<file path="src/rtl/hamming_pkg.sv">
// Shared types and constants for the SECDED Hamming(16,11) memory decoder.
package hamming_pkg;

  typedef enum logic [2:0] {
    IDLE, RD_LO, RD_HI, CAP, DEC, WR_LO, WR_HI, DONE
  } state_e;

  localparam logic [1:0] FLAG_NONE   = 2'b00;
  localparam logic [1:0] FLAG_SINGLE = 2'b01;
  localparam logic [1:0] FLAG_DOUBLE = 2'b10;

  localparam int SRC_BASE_DEF = 30;
  localparam int DST_BASE_DEF = 0;

endpackage

</file>
<file path="src/rtl/secded_core.sv">
// Combinational SECDED decode: syndrome/parity check, single-bit correction,
// data extraction from the 16-bit encoded word.
module secded_core
  import hamming_pkg::*;
(
  input  logic [15:0] word_i,
  output logic [10:0] data_o,
  output logic [1:0]  flag_o
);

  logic [3:0]  syn;
  logic        par;
  logic [15:0] fixed;
  logic        unused_par_bits;

  always_comb begin
    syn = '0;
    for (int i = 1; i < 16; i++)
      if (word_i[i]) syn = syn ^ 4'(i);
  end

  assign par = ^word_i;

  // Odd overall parity means one flip; syndrome 0 then points at p0 itself.
  always_comb begin
    fixed  = word_i;
    flag_o = FLAG_NONE;
    if (par) begin
      flag_o = FLAG_SINGLE;
      if (syn != 4'd0) fixed[syn] = ~word_i[syn];
    end else if (syn != 4'd0) begin
      flag_o = FLAG_DOUBLE;
    end
  end

  assign data_o          = {fixed[15:9], fixed[7:5], fixed[3]};
  assign unused_par_bits = ^{fixed[8], fixed[4], fixed[2:0]};

endmodule

</file>
<file path="src/rtl/hamming_decoder.sv">
// Walks NUM_WORDS encoded words in byte memory, decodes each through
// secded_core and writes data plus error flag back, 6 cycles per word.
module hamming_decoder
  import hamming_pkg::*;
#(
  parameter int NUM_WORDS = 15,
  parameter int SRC_BASE  = SRC_BASE_DEF,
  parameter int DST_BASE  = DST_BASE_DEF
) (
  input  logic       clk,
  input  logic       reset,
  input  logic       start,
  output logic [7:0] mem_addr,
  input  logic [7:0] mem_rd_data,
  output logic       mem_wr_en,
  output logic [7:0] mem_wr_data,
  output logic       done
);

  localparam logic [7:0] SRC8 = 8'(SRC_BASE);
  localparam logic [7:0] DST8 = 8'(DST_BASE);
  localparam logic [7:0] LAST = 8'(NUM_WORDS - 1);

  state_e      state_q, state_d;
  logic [7:0]  idx_q, idx_d;
  logic [7:0]  lo_q, hi_q;
  logic [10:0] data_q;
  logic [1:0]  flag_q;
  logic [10:0] core_data;
  logic [1:0]  core_flag;
  logic [7:0]  src_lo, dst_lo;

  secded_core u_core (
    .word_i (({hi_q, lo_q})),
    .data_o (core_data),
    .flag_o (core_flag)
  );

  assign src_lo = SRC8 + {idx_q[6:0], 1'b0};
  assign dst_lo = DST8 + {idx_q[6:0], 1'b0};

  always_ff @(posedge clk or negedge reset) begin
    if (!reset) begin
      state_q <= IDLE;
      idx_q   <= '0;
    end else begin
      state_q <= state_d;
      idx_q   <= idx_d;
    end
  end

  always_comb begin
    state_d = state_q;
    idx_d   = idx_q;
    unique case (state_q)
      IDLE, DONE: if (start) begin
        state_d = RD_LO;
        idx_d   = '0;
      end
      RD_LO: state_d = RD_HI;
      RD_HI: state_d = CAP;
      CAP:   state_d = DEC;
      DEC:   state_d = WR_LO;
      WR_LO: state_d = WR_HI;
      WR_HI: if (idx_q < LAST) begin
        state_d = RD_LO;
        idx_d   = idx_q + 8'd1;
      end else begin
        state_d = DONE;
      end
      default: state_d = IDLE;
    endcase
  end

  // Outputs decode from state only, so reset clears them in the same cycle.
  always_comb begin
    mem_addr    = '0;
    mem_wr_en   = 1'b0;
    mem_wr_data = '0;
    done        = 1'b0;
    unique case (state_q)
      RD_LO: mem_addr = src_lo;
      RD_HI: mem_addr = src_lo + 8'd1;
      WR_LO: begin
        mem_addr    = dst_lo;
        mem_wr_en   = 1'b1;
        mem_wr_data = data_q[7:0];
      end
      WR_HI: begin
        mem_addr    = dst_lo + 8'd1;
        mem_wr_en   = 1'b1;
        mem_wr_data = {flag_q, 3'b000, data_q[10:8]};
      end
      DONE:    done = 1'b1;
      default: ;
    endcase
  end

  // Read data lags the address by a cycle: low byte lands in RD_HI, high in CAP.
  always_ff @(posedge clk or negedge reset) begin
    if (!reset) begin
      lo_q   <= '0;
      hi_q   <= '0;
      data_q <= '0;
      flag_q <= FLAG_NONE;
    end else begin
      if (state_q == RD_HI) lo_q <= mem_rd_data;
      if (state_q == CAP)   hi_q <= mem_rd_data;
      if (state_q == DEC) begin
        data_q <= core_data;
        flag_q <= core_flag;
      end
    end
  end

endmodule

</file>
<file path="config.mk">
export PLATFORM = sky130hd
export DESIGN_NAME = hamming_decoder
export DESIGN_NICKNAME = d
export VERILOG_FILES = /design/src/rtl/hamming_pkg.sv /design/src/rtl/secded_core.sv /design/src/rtl/hamming_decoder.sv
export SDC_FILE = /design/constraint.sdc
export NUM_CORES = 1
export LEC_CHECK = 0
export ABC_AREA = 0
export ABC_CLOCK_PERIOD_IN_PS = 3350
export CAP_MARGIN = 15
export CORE_AREA = 2 2 71 73
export DETAILED_ROUTE_END_ITERATION = 10
export DIE_AREA = 0 0 73 75
export GPL_TIMING_DRIVEN = 0
export PLACE_DENSITY = 0.79
export SLEW_MARGIN = 10
export SYNTH_ARGS = -nofsm -noshare
export SYNTH_HDL_FRONTEND = slang
export SYNTH_SLANG_ARGS = --single-unit
export TNS_END_PERCENT = 10
</file>
<file path="constraint.sdc">
create_clock -name clk -period 3.35 [get_ports clk]
set_input_delay 1.005 -clock clk [delete_from_list [all_inputs] [get_ports clk]]
set_output_delay 1.005 -clock clk [all_outputs]
set_load 0.02 [all_outputs]
</file>
# After elaboration in Yosys (flattened, before gate mapping)
# Index checks and enable logic that the tools add are counted.
dict set report classes {
  addsub 4
  n_lt_le_gt_ge 3
  eq_ne 9
  mux 34
  bitwise_logic 15
  reduce_logical 8
}
# cell n
set op_table {}
lappend op_table {{16-bit 2-to-1 mux} 2}
lappend op_table {{4-bit 2-to-1 mux} 8}
lappend op_table {{8-bit case mux with 2 select lines} 2}
lappend op_table {{8-bit case mux with 4 select lines} 1}
lappend op_table {{8-bit by 1-bit adder with 8-bit output (second input constant)} 3}
lappend op_table {{3-bit case mux with 7 select lines} 1}
lappend op_table {{3-bit 2-to-1 mux} 6}
lappend op_table {{16-bit bitwise mux} 1}
lappend op_table {{8-bit 2-to-1 mux} 2}
lappend op_table {{16-bit XOR reduction} 1}
lappend op_table {{3-bit == test (second input constant)} 4}
lappend op_table {{2-bit NOT} 6}
lappend op_table {{3-bit NOT} 4}
lappend op_table {{5-bit by 8-bit adder with 8-bit output (first input constant)} 1}
lappend op_table {{8-bit by 4-bit < comparator with 1-bit output (second input constant)} 1}
lappend op_table {{2-bit 2-to-1 mux} 4}
lappend op_table {{3-bit by 2-bit == test with 1-bit output (second input constant)} 2}
lappend op_table {{4-bit by 5-bit < comparator with 1-bit output (second input constant)} 1}
lappend op_table {{1-bit 2-to-1 mux} 5}
lappend op_table {{1-bit binary-select mux with 4-bit select} 1}
lappend op_table {{1-bit demux with 4-bit select} 1}
lappend op_table {{4-bit by 1-bit greater-or-equal comparator with 1-bit output (second input constant)} 1}
lappend op_table {{2-bit != test (second input constant)} 2}
lappend op_table {{4-bit NOT} 1}
lappend op_table {{9 further kinds} 12}
dict set report totals {
  ff_bits 40
  inputBits 11
  elab_cells 79
}

# Depth between registers and ports, before layout
# Gate-level depths: netlist of the first run.
dict set report depth {
  ltp_word 33
  depth_mapped 8
}

# By module
# A second synthesis of the first run with hierarchy kept.
dict set report unflattened {
  cells_unflattened 287
  hier_area_um2 3014.1
}
# mod instances cells_per_inst area_each_um2 seq_area_each_um2
set modules_own_cells {}
lappend modules_own_cells {hamming_decoder 1 166 1996.9 1001.0}
lappend modules_own_cells {secded_core 1 121 1017.2 0.0}

# Worst setup path after synthesis of the first run
# Ideal clock, no wire load.
dict set report synth_timing {
  path_kind {reg-to-output}
  startpoint {reg idx_q[0]}
  endpoint {out mem_addr[7]}
  arrival_ns 1.625
  required_ns 2.345
  slack_ns 0.720
  stages_incl_launch_ff 9
  n_path_buf 1
  cell_sequence {dfrtp_1 clkbuf_1 inv_1 ha_1 nor3b_1 nor2_1 nand3_1 xor2_1 nor2_1}
}
dict set report synth_via {
  elab_chain_len 3
  word_cells_on_any_way 4
  cone_classes {3 x add/sub; 1 x mux}
}
# element line_no
set synth_rtl {}
lappend synth_rtl {{from (decl)} hamming_decoder.sv:25} ;# logic [7:0] idx_q, idx_d;
lappend synth_rtl {{from (signal assigned)} hamming_decoder.sv:48} ;# idx_q <= idx_d;
lappend synth_rtl {{5-bit by 8-bit adder with 8-bit output} hamming_decoder.sv:39} ;# assign src_lo = SRC8 + {idx_q[6:0], 1'b0};
lappend synth_rtl {{8-bit by 1-bit adder with 8-bit output} hamming_decoder.sv:83} ;# RD_HI: mem_addr = src_lo + 8'd1;
lappend synth_rtl {{8-bit case mux with 4 select lines *} hamming_decoder.sv:81} ;# unique case (state_q)
lappend synth_rtl {{to (decl)} hamming_decoder.sv:13} ;# output logic [7:0] mem_addr,
# Mark *: on every way between the ends. The rest lies on a longest branch, timed or not.

# Worst setup path in the final report of the first run
dict set report layout_timing {
  startpoint {reg state_q[0]}
  endpoint {out mem_addr[2]}
}
dict set report layout_via {
  elab_chain_len 2
  word_cells_on_any_way 5
  cone_classes {4 x eq/ne; 1 x mux}
}
# element line_no
set layout_rtl {}
lappend layout_rtl {{from (decl)} hamming_decoder.sv:24} ;# state_e state_q, state_d;
lappend layout_rtl {{from (signal assigned)} hamming_decoder.sv:47} ;# state_q <= state_d;
lappend layout_rtl {{3-bit == test, or another cell as far along} hamming_decoder.sv:81}
lappend layout_rtl {{8-bit case mux with 4 select lines *} hamming_decoder.sv:81}
# Marks and branches as above.

==> flow_metrics.env, run 1 <==
export IMPL_portBuffers=28
export IMPL_dp_hpwl_mm=4.27
export IMPL_ys_warn_count=0
export IMPL_syn_area_um2=2580
export IMPL_cts_max_level=2
export IMPL_timing_final_crit_share=0.953
export IMPL_ios=29
export IMPL_drc_errors=0
export IMPL_cts_setup_buffers=0
export IMPL_core_area_um2=4660
export IMPL_ctsHoldBuffers=0
export IMPL_grt_start_max_net_pins=25
export IMPL_routed_wl_mm=5.50
export IMPL_fin_crit_ps=3190
export IMPL_synth_seq_cells=40
export IMPL_yosys_top_cells_area="dfrtp_1, mux2_2, xnor2_1"
export IMPL_cts_sinks=40
export IMPL_grt_pass1_vias=1886
export IMPL_num_rows=25
export IMPL_synth_top_area_cell="dfrtp_1"
export IMPL_final_max_slew_viol_count=0
export IMPL_syn_nets=284
export IMPL_ys_seq_area_frac=0.387
export IMPL_cts_buffers=5
export IMPL_setup_viol=0
export IMPL_vias=2066
export IMPL_required_ps=2340
export IMPL_drive_above_1_share=0.153
export IMPL_grt_usage=0.225
export IMPL_antenna_cells=0
export IMPL_clk_pin_slew_ps=80
export IMPL_root_buffer="clkbuf_8"
export IMPL_ys_flop_type="dfrtp_1"
export IMPL_wl_per_cell_um=15.2
export IMPL_fmax_ghz=0.313
export IMPL_vias_per_cell=5.72
export IMPL_skew_ps=7.80
export IMPL_synth_top_area_frac=0.387
export IMPL_grt_pass1_wl_mm=9.36
export IMPL_tns_ps=0
export IMPL_cts_tree="done"
export IMPL_critPathMaxFanout=10
export IMPL_nets=319
export IMPL_worstMarginPinSlew_ps=637
export IMPL_antenna_found_initial=0
export IMPL_ant_nets=0
export IMPL_slew_headroom=0.572
export IMPL_avgSynthCellArea_um2=9.53
export IMPL_initial_core_util=0.554
export IMPL_fp_dieH_um=75
export IMPL_syn_to_final_growth_pct=18.5
export IMPL_grt_ovfl_total=0
export IMPL_drtIter0Drc=161
export IMPL_arrival_ps=2190
export IMPL_synthArstFlopShare=1.00
export IMPL_place_congestion=0.902
export IMPL_crit_type="register to primary output"
export IMPL_yosysMostFrequentCell="dfrtp_1"
export IMPL_first_pass_iters=4
export IMPL_cp_end_kind="primary output"
export IMPL_postSynthCellCount=271
export IMPL_max_cap_viol_count=0
export IMPL_synth_edff_count=0
export IMPL_synthTopCellsByCount="dfrtp_1, nor2_1, nand2_1"
export IMPL_cts_buffer_depth=2
export IMPL_die_x_um=73
export IMPL_outcome="complete, no violations"
export IMPL_ys_types=41
export IMPL_rsz0062_at_grt="no"
export IMPL_clk_latency_ps=300
export IMPL_die_area_um2=5480
export IMPL_hp_class="register to register"
export IMPL_hold_viol=0
export IMPL_startpoint_type="register"
==> through the flow <==
step / setup WS, ps / instances / hold slack, ps / utilization / cell area (um2)
after global routing: 32.6 / 361 / 519 / 0.657 / 3060
after detailed placement: 163 / 354 / 463 / 0.634 / 2950
after global placement: 192 / 353 / 458 / 0.629 / 2930
after floorplan: 720 / 271 / 441 / - / 2580
after CTS: 40.2 / 361 / 481 / 0.654 / 3050
final: 157 / 361 / 472 / 0.657 / 3060
==> repair_timing <==
| item | in CTS | in global routing |
|---|---|---|
| setup endpoints to repair | 13 | 13 |
| gates cloned | 0 | 0 |
| gates resized for setup | 5 | 6 |
==> cell families after synthesis <==
group,Yosys count,share of synthesized area
flip-flops,40,0.387
AND/OR/NAND/NOR,96,0.182
XOR/XNOR,34,0.134
adder cells (fa/ha/maj),3,0.0136
buffers and inverters,16,0.0247
AO/OA/AOI/OAI,56,0.149
multiplexers,26,0.110
==> cell usage in the layout (no fill, tap or decap), types with 2 or more instances in the layout <==
cell,Yosys,final
a211oi_1,2,2
a21oi_1,19,19
a22oi_1,5,5
a31oi_1,3,3
a41oi_1,6,6
and2_1,4,4
and3_1,6,6
and4_2,3,3
buf_2,0,2
clkbuf_1,12,8
clkbuf_2,0,2
clkbuf_8,0,6
clkdlybuf4s50_1,0,25
clkinv_2,0,2
dfrtp_1,40,38
dfrtp_2,0,2
dlymetal6s2s_1,0,2
ha_1,2,2
inv_1,3,3
mux2_2,20,20
mux2i_1,6,6
nand2_1,25,25
nand3_1,6,6
nor2_1,31,30
nor2b_1,11,11
nor3b_1,2,2
nor4_1,3,2
o21a_1,2,2
o21ai_0,8,8
o31ai_1,5,5
xnor2_1,21,21
xor2_1,10,10
==> critical path, cell delays in order, from the launching register on <==
cell,delay [ps]
dfrtp_1,410
clkbuf_2,180
nor2b_1,150
clkbuf_2,210
nor2_2,300
nor2_1,90
clkdlybuf4s50_1,550
==> layout make-up <==
type / count / area, um2
Multi-Input combinational cell: 215 / 1530
Inverter: 3 / 11.3
Fill cell: 401 / 1600
Timing Repair Buffer: 29 / 308
Tap cell: 54 / 67.6
Clock buffer: 6 / 82.6
Sequential cell: 40 / 1000
Buffer: 12 / 52.6
Clock inverter: 2 / 10.0
==> metal layers <==
metal | wire [um] | global-route usage
met4 | 74 | 0.0679
met3 | 217 | 0.0442
met1 | 2670 | 0.325
met2 | 2530 | 0.343
met5 | 0 | 0
==> flip-flops by register name, summed over array words and instances (netlist names) <==
signal	count
data_q	11
flag_q	2
hi_q	8
idx_q	8
lo_q	8
state_q	3
==> final timing paths <==
kind,startpoint,to,slack [ps],depth (start not counted)
max in group asynchronous,reset,idx_q[1],2250,2
hold reg to reg,data_q[5],data_q[5],470,2
setup / recovery,state_q[0],mem_addr[2],160,6
hold / removal,data_q[5],data_q[5],470,2
setup reg to reg,lo_q[7],data_q[7],460,7
min in group asynchronous,reset,data_q[10],640,1
Power of run 1 is left out: the tool's default activity adds up to more than one toggle a clock period on the data nets, which glitch-free logic cannot reach.
==> run 2, diff against run 1 <==
--- a/config.mk
+++ b/config.mk
@@ -13,8 +13,8 @@
 export DIE_AREA = 0 0 73 75
 export GPL_TIMING_DRIVEN = 0
 export PLACE_DENSITY = 0.79
-export SLEW_MARGIN = 10
+export SLEW_MARGIN = 20
 export SYNTH_ARGS = -nofsm -noshare
 export SYNTH_HDL_FRONTEND = slang
 export SYNTH_SLANG_ARGS = --single-unit
-export TNS_END_PERCENT = 10
+export TNS_END_PERCENT = 30
==> results of run 2 <==
Final layout, timing and power as in run 1 (identical DEF).
Power of run 2 is left out for the same reason.
